**src/rtl/hazard_pkg.sv**
```systemverilog
// Shared types and default latency constants for the hazard scoreboard.
package hazard_pkg;

  localparam int unsigned DEF_REG_W    = 5;
  localparam int unsigned DEF_ALU_LAT  = 2;
  localparam int unsigned DEF_LOAD_LAT = 3;
  localparam int unsigned DEF_MD_LAT   = 32;
  localparam int unsigned DEF_CNT_W    = 16;
  localparam int unsigned PEND_W       = 3;
  localparam int unsigned MD_CNT_W     = 8;

  typedef enum logic [1:0] {
    FWD_RF = 2'd0,
    FWD_M  = 2'd1,
    FWD_W  = 2'd2
  } fwd_sel_t;

endpackage

```
**src/rtl/reg_pend_table.sv**
```systemverilog
// Per-register countdown of cycles until a result becomes forwardable.
// Entry 0 is never written, so it always reads zero.
module reg_pend_table
  import hazard_pkg::*;
#(
  parameter int unsigned REG_W = DEF_REG_W
) (
  input  logic              clk,
  input  logic              reset,
  input  logic              i_we,
  input  logic [REG_W-1:0]  i_waddr,
  input  logic [PEND_W-1:0] i_wdata,
  input  logic [REG_W-1:0]  i_raddr0,
  input  logic [REG_W-1:0]  i_raddr1,
  output logic [PEND_W-1:0] o_rdata0_c,
  output logic [PEND_W-1:0] o_rdata1_c
);

  localparam int unsigned NREGS = 1 << REG_W;

  logic [PEND_W-1:0] r_pend [NREGS];

  // A write to an entry overrides that entry's decrement in the same cycle.
  always_ff @(posedge clk or negedge reset) begin
    if (!reset) begin
      for (int unsigned r = 0; r < NREGS; r++) r_pend[r] <= '0;
    end else begin
      r_pend[0] <= '0;
      for (int unsigned r = 1; r < NREGS; r++) begin
        if (i_we && (i_waddr == REG_W'(r))) begin
          r_pend[r] <= i_wdata;
        end else if (r_pend[r] != '0) begin
          r_pend[r] <= r_pend[r] - PEND_W'(1);
        end
      end
    end
  end

  assign o_rdata0_c = r_pend[i_raddr0];
  assign o_rdata1_c = r_pend[i_raddr1];

endmodule

```
**src/rtl/hazard_scoreboard.sv**
```systemverilog
// Pipeline hazard unit: pending-result scoreboard, mult/div busy tracking,
// stall generation, operand forwarding selects and a saturating stall counter.
module hazard_scoreboard
  import hazard_pkg::*;
#(
  parameter int unsigned REG_W    = DEF_REG_W,
  parameter int unsigned ALU_LAT  = DEF_ALU_LAT,
  parameter int unsigned LOAD_LAT = DEF_LOAD_LAT,
  parameter int unsigned MD_LAT   = DEF_MD_LAT,
  parameter int unsigned CNT_W    = DEF_CNT_W
) (
  input  logic             clk,
  input  logic             reset,
  input  logic [REG_W-1:0] rsD,
  input  logic [REG_W-1:0] rtD,
  input  logic             useRsD,
  input  logic             useRtD,
  input  logic [REG_W-1:0] dstD,
  input  logic             wrD,
  input  logic             loadD,
  input  logic             mdD,
  input  logic             mfD,
  input  logic             BranchD,
  input  logic             jrD,
  input  logic [REG_W-1:0] rsE,
  input  logic [REG_W-1:0] rtE,
  input  logic [REG_W-1:0] rdM,
  input  logic [REG_W-1:0] rdW,
  input  logic             regwriteM,
  input  logic             regwriteW,
  output logic [1:0]       ForwardAE,
  output logic [1:0]       ForwardBE,
  output logic             ForwardAD,
  output logic             ForwardBD,
  output logic             StallF,
  output logic             StallD,
  output logic             FlushE,
  output logic             md_busy,
  output logic [CNT_W-1:0] stall_count
);

  logic [PEND_W-1:0]   w_pend_rs;
  logic [PEND_W-1:0]   w_pend_rt;
  logic [PEND_W-1:0]   w_pend_wdata;
  logic                w_pend_we;
  logic                w_issue;
  logic                w_stall;
  logic                w_dcons;
  logic                w_lu_stall;
  logic                w_br_stall;
  logic                w_md_stall;
  logic                w_md_busy;
  fwd_sel_t            w_fwd_ae;
  fwd_sel_t            w_fwd_be;
  logic [MD_CNT_W-1:0] r_md_cnt;
  logic [CNT_W-1:0]    r_stall_cnt;

  assign w_issue      = ~w_stall;
  assign w_pend_we    = w_issue & wrD & (dstD != '0);
  assign w_pend_wdata = loadD ? PEND_W'(LOAD_LAT) : PEND_W'(ALU_LAT);

  reg_pend_table #(
    .REG_W (REG_W)
  ) u_pend (
    .clk        (clk),
    .reset      (reset),
    .i_we       (w_pend_we),
    .i_waddr    (dstD),
    .i_wdata    (w_pend_wdata),
    .i_raddr0   (rsD),
    .i_raddr1   (rtD),
    .o_rdata0_c (w_pend_rs),
    .o_rdata1_c (w_pend_rt)
  );

  // Branches and jr need the operand in D; everything else can take it in E.
  assign w_dcons    = BranchD | jrD;
  assign w_lu_stall = ~w_dcons & ((useRsD & (w_pend_rs > PEND_W'(1))) |
                                  (useRtD & (w_pend_rt > PEND_W'(1))));
  assign w_br_stall = (w_dcons & useRsD & (w_pend_rs != '0)) |
                      (BranchD & useRtD & (w_pend_rt != '0));
  assign w_md_busy  = (r_md_cnt != '0);
  assign w_md_stall = (mdD | mfD) & w_md_busy;
  assign w_stall    = w_lu_stall | w_br_stall | w_md_stall;

  always_ff @(posedge clk or negedge reset) begin
    if (!reset) begin
      r_md_cnt <= '0;
    end else if (w_issue && mdD) begin
      r_md_cnt <= MD_CNT_W'(MD_LAT);
    end else if (r_md_cnt != '0) begin
      r_md_cnt <= r_md_cnt - MD_CNT_W'(1);
    end
  end

  always_ff @(posedge clk or negedge reset) begin
    if (!reset) begin
      r_stall_cnt <= '0;
    end else if (w_stall && (r_stall_cnt != '1)) begin
      r_stall_cnt <= r_stall_cnt + CNT_W'(1);
    end
  end

  // M-stage match takes priority over W-stage match.
  always_comb begin
    w_fwd_ae = FWD_RF;
    w_fwd_be = FWD_RF;
    if ((rsE != '0) && regwriteM && (rsE == rdM)) begin
      w_fwd_ae = FWD_M;
    end else if ((rsE != '0) && regwriteW && (rsE == rdW)) begin
      w_fwd_ae = FWD_W;
    end
    if ((rtE != '0) && regwriteM && (rtE == rdM)) begin
      w_fwd_be = FWD_M;
    end else if ((rtE != '0) && regwriteW && (rtE == rdW)) begin
      w_fwd_be = FWD_W;
    end
  end

  assign ForwardAE   = w_fwd_ae;
  assign ForwardBE   = w_fwd_be;
  assign ForwardAD   = (rsD != '0) & regwriteM & (rsD == rdM);
  assign ForwardBD   = (rtD != '0) & regwriteM & (rtD == rdM);
  assign StallF      = w_stall;
  assign StallD      = w_stall;
  assign FlushE      = w_stall;
  assign md_busy     = w_md_busy;
  assign stall_count = r_stall_cnt;

endmodule
```
**config.mk**
```make
export PLATFORM = sky130hd
export DESIGN_NAME = hazard_scoreboard
export DESIGN_NICKNAME = d
export VERILOG_FILES = /design/src/rtl/hazard_pkg.sv /design/src/rtl/reg_pend_table.sv /design/src/rtl/hazard_scoreboard.sv
export SDC_FILE = /design/constraint.sdc
export NUM_CORES = 1
export LEC_CHECK = 0
export ABC_AREA = 1
export CAP_MARGIN = 20
export CORE_MARGIN = 2
export CORE_UTILIZATION = 59
export DETAILED_ROUTE_END_ITERATION = 10
export DONT_BUFFER_PORTS = 1
export GPL_ROUTABILITY_DRIVEN = 1
export PLACE_DENSITY = 0.77
export SETUP_SLACK_MARGIN = 0.3
export SYNTH_ARGS = -nofsm -noshare
export SYNTH_HDL_FRONTEND = slang
export SYNTH_HIERARCHICAL = 1
export SYNTH_SLANG_ARGS = --single-unit
export TNS_END_PERCENT = 1
```
**constraint.sdc**
```tcl
create_clock -name clk -period 2.9 [get_ports clk]
set_clock_uncertainty 0.2 [all_clocks]
set_input_delay 0.58 -clock clk [delete_from_list [all_inputs] [get_ports clk]]
set_output_delay 0.58 -clock clk [all_outputs]
set_load 0.005 [all_outputs]
```
==> summary.txt, run 1 <==
STA
  • WHS: -0.355 ns
  • Tcrit/Tclk final: 0.980
  • Max Fclk: 0.352 GHz
  • Pins over their slew limit: 0
  • Minimum clock period: 2.84 ns
  • Rel. slew slack: 0.629
  • # setup viols final: 0
  • RSZ-0062 raised after global routing: true
  • Final Hold Viols: 117
  • Worst-Margin Slew: 0.555 ns

Worst setup path
  • Kind of critical path: reg -> out
  • Startpoint Class: flip-flop
  • CP max FO: 6
  • CP arrival: 2.06 ns
  • WP data required: 2.12 ns
  • Worst setup EP type: output pin

Place
  • DPL Wire Length: 19900 µm
  • Routability cong.: 1.02
  • Port Buffer Count: 0

Die
  • Die footprint: 17700 µm²
  • I/O pin count: 73
  • Height of the die: 133 µm
  • Starting Density: 0.599
  • Core Box Area: 16400 µm²
  • Die Width: 133 µm
  • Placement Rows: 47

Synth
  • Syn Area/Cell: 6.46 µm²
  • Post-Syn Area: 9830 µm²
  • EDFF count, synth: 0
  • Mapped Cells: 1523
  • Post-synth cell types: 38
  • Yosys Warn Count: 6
  • Seq/Total Area, Yosys: 0.298
  • Most used DFF post-synth: dfrtp_1
  • Asr flop ratio synth: 1.00
  • Flops & latches, synth: 117

Pwr
  • Maximum vdd drop: 0.645 mV
  • Total design power: 11.0 mW
  • Share of total power in combinational logic: 0.504
  • Psw: 4.67 mW
  • Clock power share: 0.207
  • Flop pwr share: 0.289
  • Lkg Pwr: 6.14 nW
  • Cell-internal power: 6.32 mW
  • Switching share of total power: 0.425
  • PwrDens: 967 nW/µm²

Clock network
  • CTS tree: built
  • Clock slew at reported path FFs: 0.06 ns
  • CTS buffer count: 17
  • Worst skew pair latency: 0.43 ns
  • CTS root buffer: clkbuf_16
  • Clock Tree Buf Depth: 2
  • # clock sinks: 117
  • H-tree depth: 4

Finish
  • Register area: 2930 µm²
  • # fillers: 1391
  • Synth-to-layout area growth: 15.7%
  • Area of the multi-input gates: 5980 µm²
  • Finished Core Util: 0.693
  • Final #Nets: 1684
  • Share of cells above drive strength 1: 0.138
  • Ant diodes: 0

Routing
  • DRT Wirelength: 29400 µm
  • Vias: 10.5k
  • DRC errors left: 0
  • Starting DRT DRC Count: 1020
  • Met1 wire length: 11500 µm
  • Via density: 5.83
  • Top Layer Used: met4
  • First drt pass iteration count: 6
  • Avg WL per Cell: 16.3 µm
  • Met3 routed WL: 2790 µm
  • Routed Antenna Nets: 0
  • Met2 wire length: 13600 µm

Run status
  • Outcome: finished, violations left
  • Failing checks: negative hold slack

Global route
  • Remaining global-route overflow: 0
  • Initial antenna violation count: 0
  • Overall track demand over capacity in global routing: 0.327
  • Vias in the first global route: 9437
  • Largest net degree at the start of global routing: 118
  • Global-route wire length before repair: 46200 µm

Run
  • Max Cap Viol: 0

Hold path
  • HP Class: in -> async
==> routing by layer <==
metal	vias to the layer above	global-route usage
li1	4983	-
met1	4812	0.413
met2	588	0.538
met3	128	0.0677
met4	0	0.160
met5	-	0
==> kinds of logic (layout without fill, tap and decap cells) <==
group	after synthesis	count (layout)	share of synthesized area
AND/OR/NAND/NOR	830	830	0.364
adder cells (fa/ha/maj)	65	65	0.0827
other	2	8	0.000764
XOR/XNOR	17	17	0.0151
buffers and inverters	282	337	0.116
flip-flops	117	117	0.298
AO/OA/AOI/OAI	210	210	0.124
==> final cells by class <==
type                    instances  share of cell area
clock buffers                  20              0.0402
clock inverters                11              0.0154
inverters                     238              0.0792
multi-input cells            1130               0.526
flip-flops and latches        117               0.258
well taps                     220              0.0242
repair buffers                 68              0.0570
==> power groups by stage <==
stage	clock network (mW)	logic, mW	registers (mW)
2_1_floorplan	0	4.05	2.92
6_report	2.28	5.54	3.18
3_5_place_dp	0	4.91	3.11
5_1_grt	2.38	6.30	3.26
4_1_cts	2.31	5.12	3.15
3_3_place_gp	0	4.71	3.10
==> sequential cells by signal, indices dropped and copies added, names as in the netlist <==
signal         flops
r_md_cnt           8
u_pend/r_pend     93
stall_count       16
==> Yosys cell counts (10+ instances only) <==
library cell / count / area (µm²)
nand3_1: 234 / 1170
o211a_1: 27 / 270
nor2_1: 156 / 586
a21oi_1: 34 / 170
nand2_1: 397 / 1490
buf_4: 10 / 75.1
buf_2: 17 / 85.1
o21ai_0: 121 / 606
clkbuf_1: 12 / 45.0
ha_1: 65 / 813
o21ai_1: 16 / 80.1
dfrtp_1: 117 / 2930
inv_1: 234 / 878
nand4_1: 11 / 68.8
==> worst paths after layout <==
check	from	endpoint	slack, ns	cells after the start
setup / recovery	u_pend/r_pend[63]	FlushE	0.06	13
hold / removal	reset	u_pend/r_pend[41]	-0.36	0
setup reg to reg	u_pend/r_pend[63]	u_pend/r_pend[12]	0.09	19
hold reg to reg	r_md_cnt[4]	r_md_cnt[4]	0.29	1
max in group asynchronous	reset	u_pend/r_pend[7]	2.58	0
min in group clk	loadD	u_pend/r_pend[90]	0.08	2
==> placed cells by master (no fill, tap or decap), types with 2 or more instances in the layout <==
cell type and n:
a21oi_1 34, buf_12 7, buf_4 59, bufbuf_16 2, bufinv_16 4, clkbuf_16 17, clkbuf_8 2, clkinv_4 3
clkinvlp_4 2, conb_1 8, dfrtp_1 114, dfrtp_2 3, ha_1 65, inv_1 194, inv_2 42, inv_6 2
nand2_1 368, nand2_2 29, nand2_4 2, nand3_1 216, nand3_2 20, nand4_1 11, nor2_1 156, nor2_4 11
nor3_1 4, nor3_2 2, o211a_1 27, o211ai_1 5, o21ai_0 93, o21ai_1 44, o22ai_1 2, or2_2 6
xnor2_1 8, xor2_1 9
==> what timing repair did <==
item	in CTS	in global routing
gates resized for setup	50	41
gates cloned	2	0
hold endpoints to repair	117	117
setup endpoints to repair	95	96
buffers inserted	8	25
pin swaps	5	14
==> through the flow <==
step	setup TNS [ns]	cells	setup slack, ns	area (µm²)
finish	0	1804	0.0585	11400
detailed placement	-9.69	1738	-0.195	10300
global placement	-7.43	1738	-0.202	10300
CTS	0	1779	0.137	11100
global route	-0.0383	1804	-0.00738	11400
floorplan	-3.90	1529	-0.0930	9980
==> worst max-delay path: stages, from the launching register on <==
cell	delay, ns
dfrtp_1	0.38
inv_2	0.11
nand2_1	0.07
nand3_1	0.13
nand3_2	0.11
nand3_2	0.10
nand2_1	0.07
nand2_1	0.06
nand2_1	0.05
nand2_1	0.06
nand2_1	0.06
nand3_2	0.11
nand3_4	0.14
buf_12	0.19
(Power assumes the default switching activity.)
==> inputs of run 2 (changes only) <==
- SKIP_LAST_GASP: unset -> 1
==> results of run 2 <==
Same layout as run 1: the final DEF is identical, and so are final timing and power.
==> inputs of run 3 (changes only) <==
- MAX_ROUTING_LAYER: unset -> met4
- SKIP_CTS_REPAIR_TIMING: unset -> 1
==> run 3 against run 2 <==
  * The flow still finishes with violations (negative hold slack)
  * Combinational power decreased by 1%
  * Global-route usage increased by 0.71 points
  * Routed wire length decreased by 0.37%
  * Critical path type is now in -> out
  * Non-clock buffer count decreased by 8
  * Utilization decreased by 1.4 points
  * Power decreased by 3.1%
  * Register-to-register slack improved by 0.02 ns
  * Via count decreased by 1.9%
  * Worst setup slack got worse by 0.010 ns
  * Design area decreased by 2.0%
  * Clock power decreased by 11%
  * Cell count decreased by 0.44%
==> summary.txt, run 3 (same netlist as run 1, synthesis figures left out) <==
Run status
  • Outcome: finished, violations left
  • Failing checks: negative hold slack

Clock network
  • H-tree depth: 4 (unchanged)
  • CTS tree: built
  • Clock Tree Buf Depth: 2 (unchanged)
  • Clock slew at reported path FFs: 0.06 ns (about the same)
  • CTS buffer count: 17 (unchanged)
  • # clock sinks: 117 (unchanged)
  • CTS root buffer: clkbuf_16
  • Worst skew pair latency: 0.42 ns (about the same)

Finish
  • Most common cell after layout, fill and taps aside: nand2_1
  • Most frequent cells in the layout: nand2_1 (381), nand3_1 (220), inv_1 (191), nor2_1 (155), dfrtp_1 (117)
  • Max reg flops: 93 (unchanged)
  • Area of the multi-input gates: 5930 µm² (-0.84%)
  • Ant diodes: 0 (unchanged)
  • Synth-to-layout area growth: 13.3%
  • Register area: 2930 µm² (-0.13%)
  • Share of cells above drive strength 1: 0.124 (-0.0139)
  • Largest Register: u_pend/r_pend
  • # fillers: 1414 (+1.7%)
  • Final #Nets: 1676 (-0.48%)

Routing
  • First drt pass iteration count: 6 (unchanged)
  • Avg WL per Cell: 16.3 µm (about the same)
  • Starting DRT DRC Count: 1093 (+7.2%)
  • Via density: 5.74 (-1.4%)
  • DRC errors left: 0 (unchanged)
  • Routed Antenna Nets: 0 (unchanged)
  • DRT Wirelength: 29300 µm (-0.37%)
  • Vias: 10.3k (-1.9%)

Pwr
  • Maximum vdd drop: 0.598 mV (-7.3%)
  • Flop pwr share: 0.296 (+0.007)
  • Switching share of total power: 0.438 (+0.0131)
  • PwrDens: 956 nW/µm² (-1.1%)
  • Psw: 4.66 mW (-0.12%)
  • Share of total power in combinational logic: 0.512 (+0.008)
  • Total design power: 10.7 mW (-3.1%)
  • Lkg Pwr: 6.03 nW (-1.9%)
  • Cell-internal power: 5.99 mW (-5.3%)
  • Clock power share: 0.192 (-0.015)

Run
  • Max Cap Viol: 0 (unchanged)

STA
  • Rel. slew slack: 0.636 (+0.00616)
  • # setup viols final: 0 (unchanged)
  • Tcrit/Tclk final: 0.983 (+0.00353)
  • Minimum clock period: 2.85 ns (+0.0102 ns)
  • Final Hold Viols: 117 (unchanged)
  • Pins over their slew limit: 0 (unchanged)
  • RSZ-0062 raised after global routing: true
  • Max Fclk: 0.351 GHz (-0.36%)
  • WHS: -0.346 ns (+0.00972 ns)
  • Worst-Margin Slew: 0.546 ns (-0.00923 ns)
  • Setup slack after layout: 0.0483 ns (-0.0102 ns)

Global route
  • Met1 global-route usage: 0.405 (-0.00713)
  • Global-route met2 utilization: 0.538 (unchanged)
  • Met3 Use GR: 0.0731 (+0.00533)
  • Remaining global-route overflow: 0 (unchanged)
  • Largest net degree at the start of global routing: 118 (unchanged)
  • Global-route wire length before repair: 45900 µm (-0.70%)
  • Top Usage Layer GRT: met2
  • Overall track demand over capacity in global routing: 0.334 (+0.00710)
  • Initial antenna violation count: 0 (unchanged)
  • Vias in the first global route: 9417 (-0.21%)

Die
  • Starting Density: 0.599 (unchanged)
  • Placement Rows: 47 (unchanged)
  • I/O pin count: 73 (unchanged)
  • Die Width: 133 µm (unchanged)
  • Core Box Area: 16400 µm² (unchanged)
  • Height of the die: 133 µm (unchanged)
  • Die footprint: 17700 µm² (unchanged)

Worst setup path
  • Max incr delay on CP: 0.35 ns (-0.03 ns)
  • Slowest-stage cell, CP: nor2_4
  • CP Launch Point: rtD[0]
  • CP max FO: 44 (+38)
  • CP arrival: 2.07 ns (about the same)
  • CP cell instances: inv_6, nor2_4, nand2_1, nand3_1, nand3_1, nand3_1, nand2_1, nor2_1, nand2_1, nand3_2, nand3_4, buf_12
  • Worst R2R Start: u_pend/r_pend[2]
  • Kind of critical path: in -> out
  • WP data required: 2.12 ns (about the same)
  • Startpoint Class: input pin
  • Worst setup EP type: output pin

Place
  • Place WS: -0.255 ns (-0.0599 ns)
  • Routability cong.: 1.03 (+0.51%)
  • Port Buffer Count: 0 (unchanged)
  • DPL Wire Length: 19900 µm (about the same)

Hold path
  • HP Class: in -> async
[run 3: changes by cell type in the layout (fill, tap and decap cells not counted), moves of 4 or more]
cell,change
nand2_1,+13
o21ai_1,-5
nand3_2,-4
nand3_1,+4
buf_4,-7
o21ai_0,+5
nand2_2,-13
[run 3: final timing paths]
check	end	slack, ns	cells after the start
min reg2reg	r_md_cnt[4]	0.29	1
min in group clk	u_pend/r_pend[84]	0.09	2
max reg2reg	u_pend/r_pend[17]	0.11	18
max	FlushE	0.05	12
max in group asynchronous	stall_count[11]	2.67	0
min	u_pend/r_pend[38]	-0.35	0
[run 3: metal layers]
metal | part of all wire | wire length, µm | vias to the layer above
li1 | - | - | 4954
met1 | 0.40 | 11700 | 4761
met2 | 0.47 | 13700 | 514
met3 | 0.093 | 2720 | 84
met4 | 0.039 | 1150 | 0
met5 | 0 | 0 | -
[run 3: through the flow]
stage,instances,hold slack (ns),instance area (µm²),setup TNS (ns),utilization
global placement,1733,0.0891,10200,-9.13,0.622
floorplan,1529,0.0844,9980,-3.90,-
CTS,1764,-0.358,10800,-0.175,0.656
global route,1796,-0.361,11100,-0.313,0.679
detailed placement,1733,0.0896,10200,-13.66,0.622
finish,1796,-0.346,11100,0,0.679
[run 3: area by class of cell]
type / count / area share
multi-input cells: 1130 / 0.532
flip-flops and latches: 117 / 0.263
inverters: 238 / 0.0808
repair buffers: 60 / 0.0487
clock buffers: 18 / 0.0394
well taps: 220 / 0.0247
clock inverters: 13 / 0.0112
[run 3: power by group through the flow]
stage          Combinational (mW)  Sequential (mW)  Clock [mW]
6_report                     5.46             3.15        2.04
5_1_grt                      6.24             3.25        2.14
4_1_cts                      4.99             3.08        2.06
3_5_place_dp                 4.90             3.10           0
3_3_place_gp                 4.72             3.08           0
2_1_floorplan                4.05             2.92           0
[run 3: worst max-delay path, delay by kind of cell]
family	cells	cell delay (ns)
simple gates	10	1.21
buf+inv	2	0.24
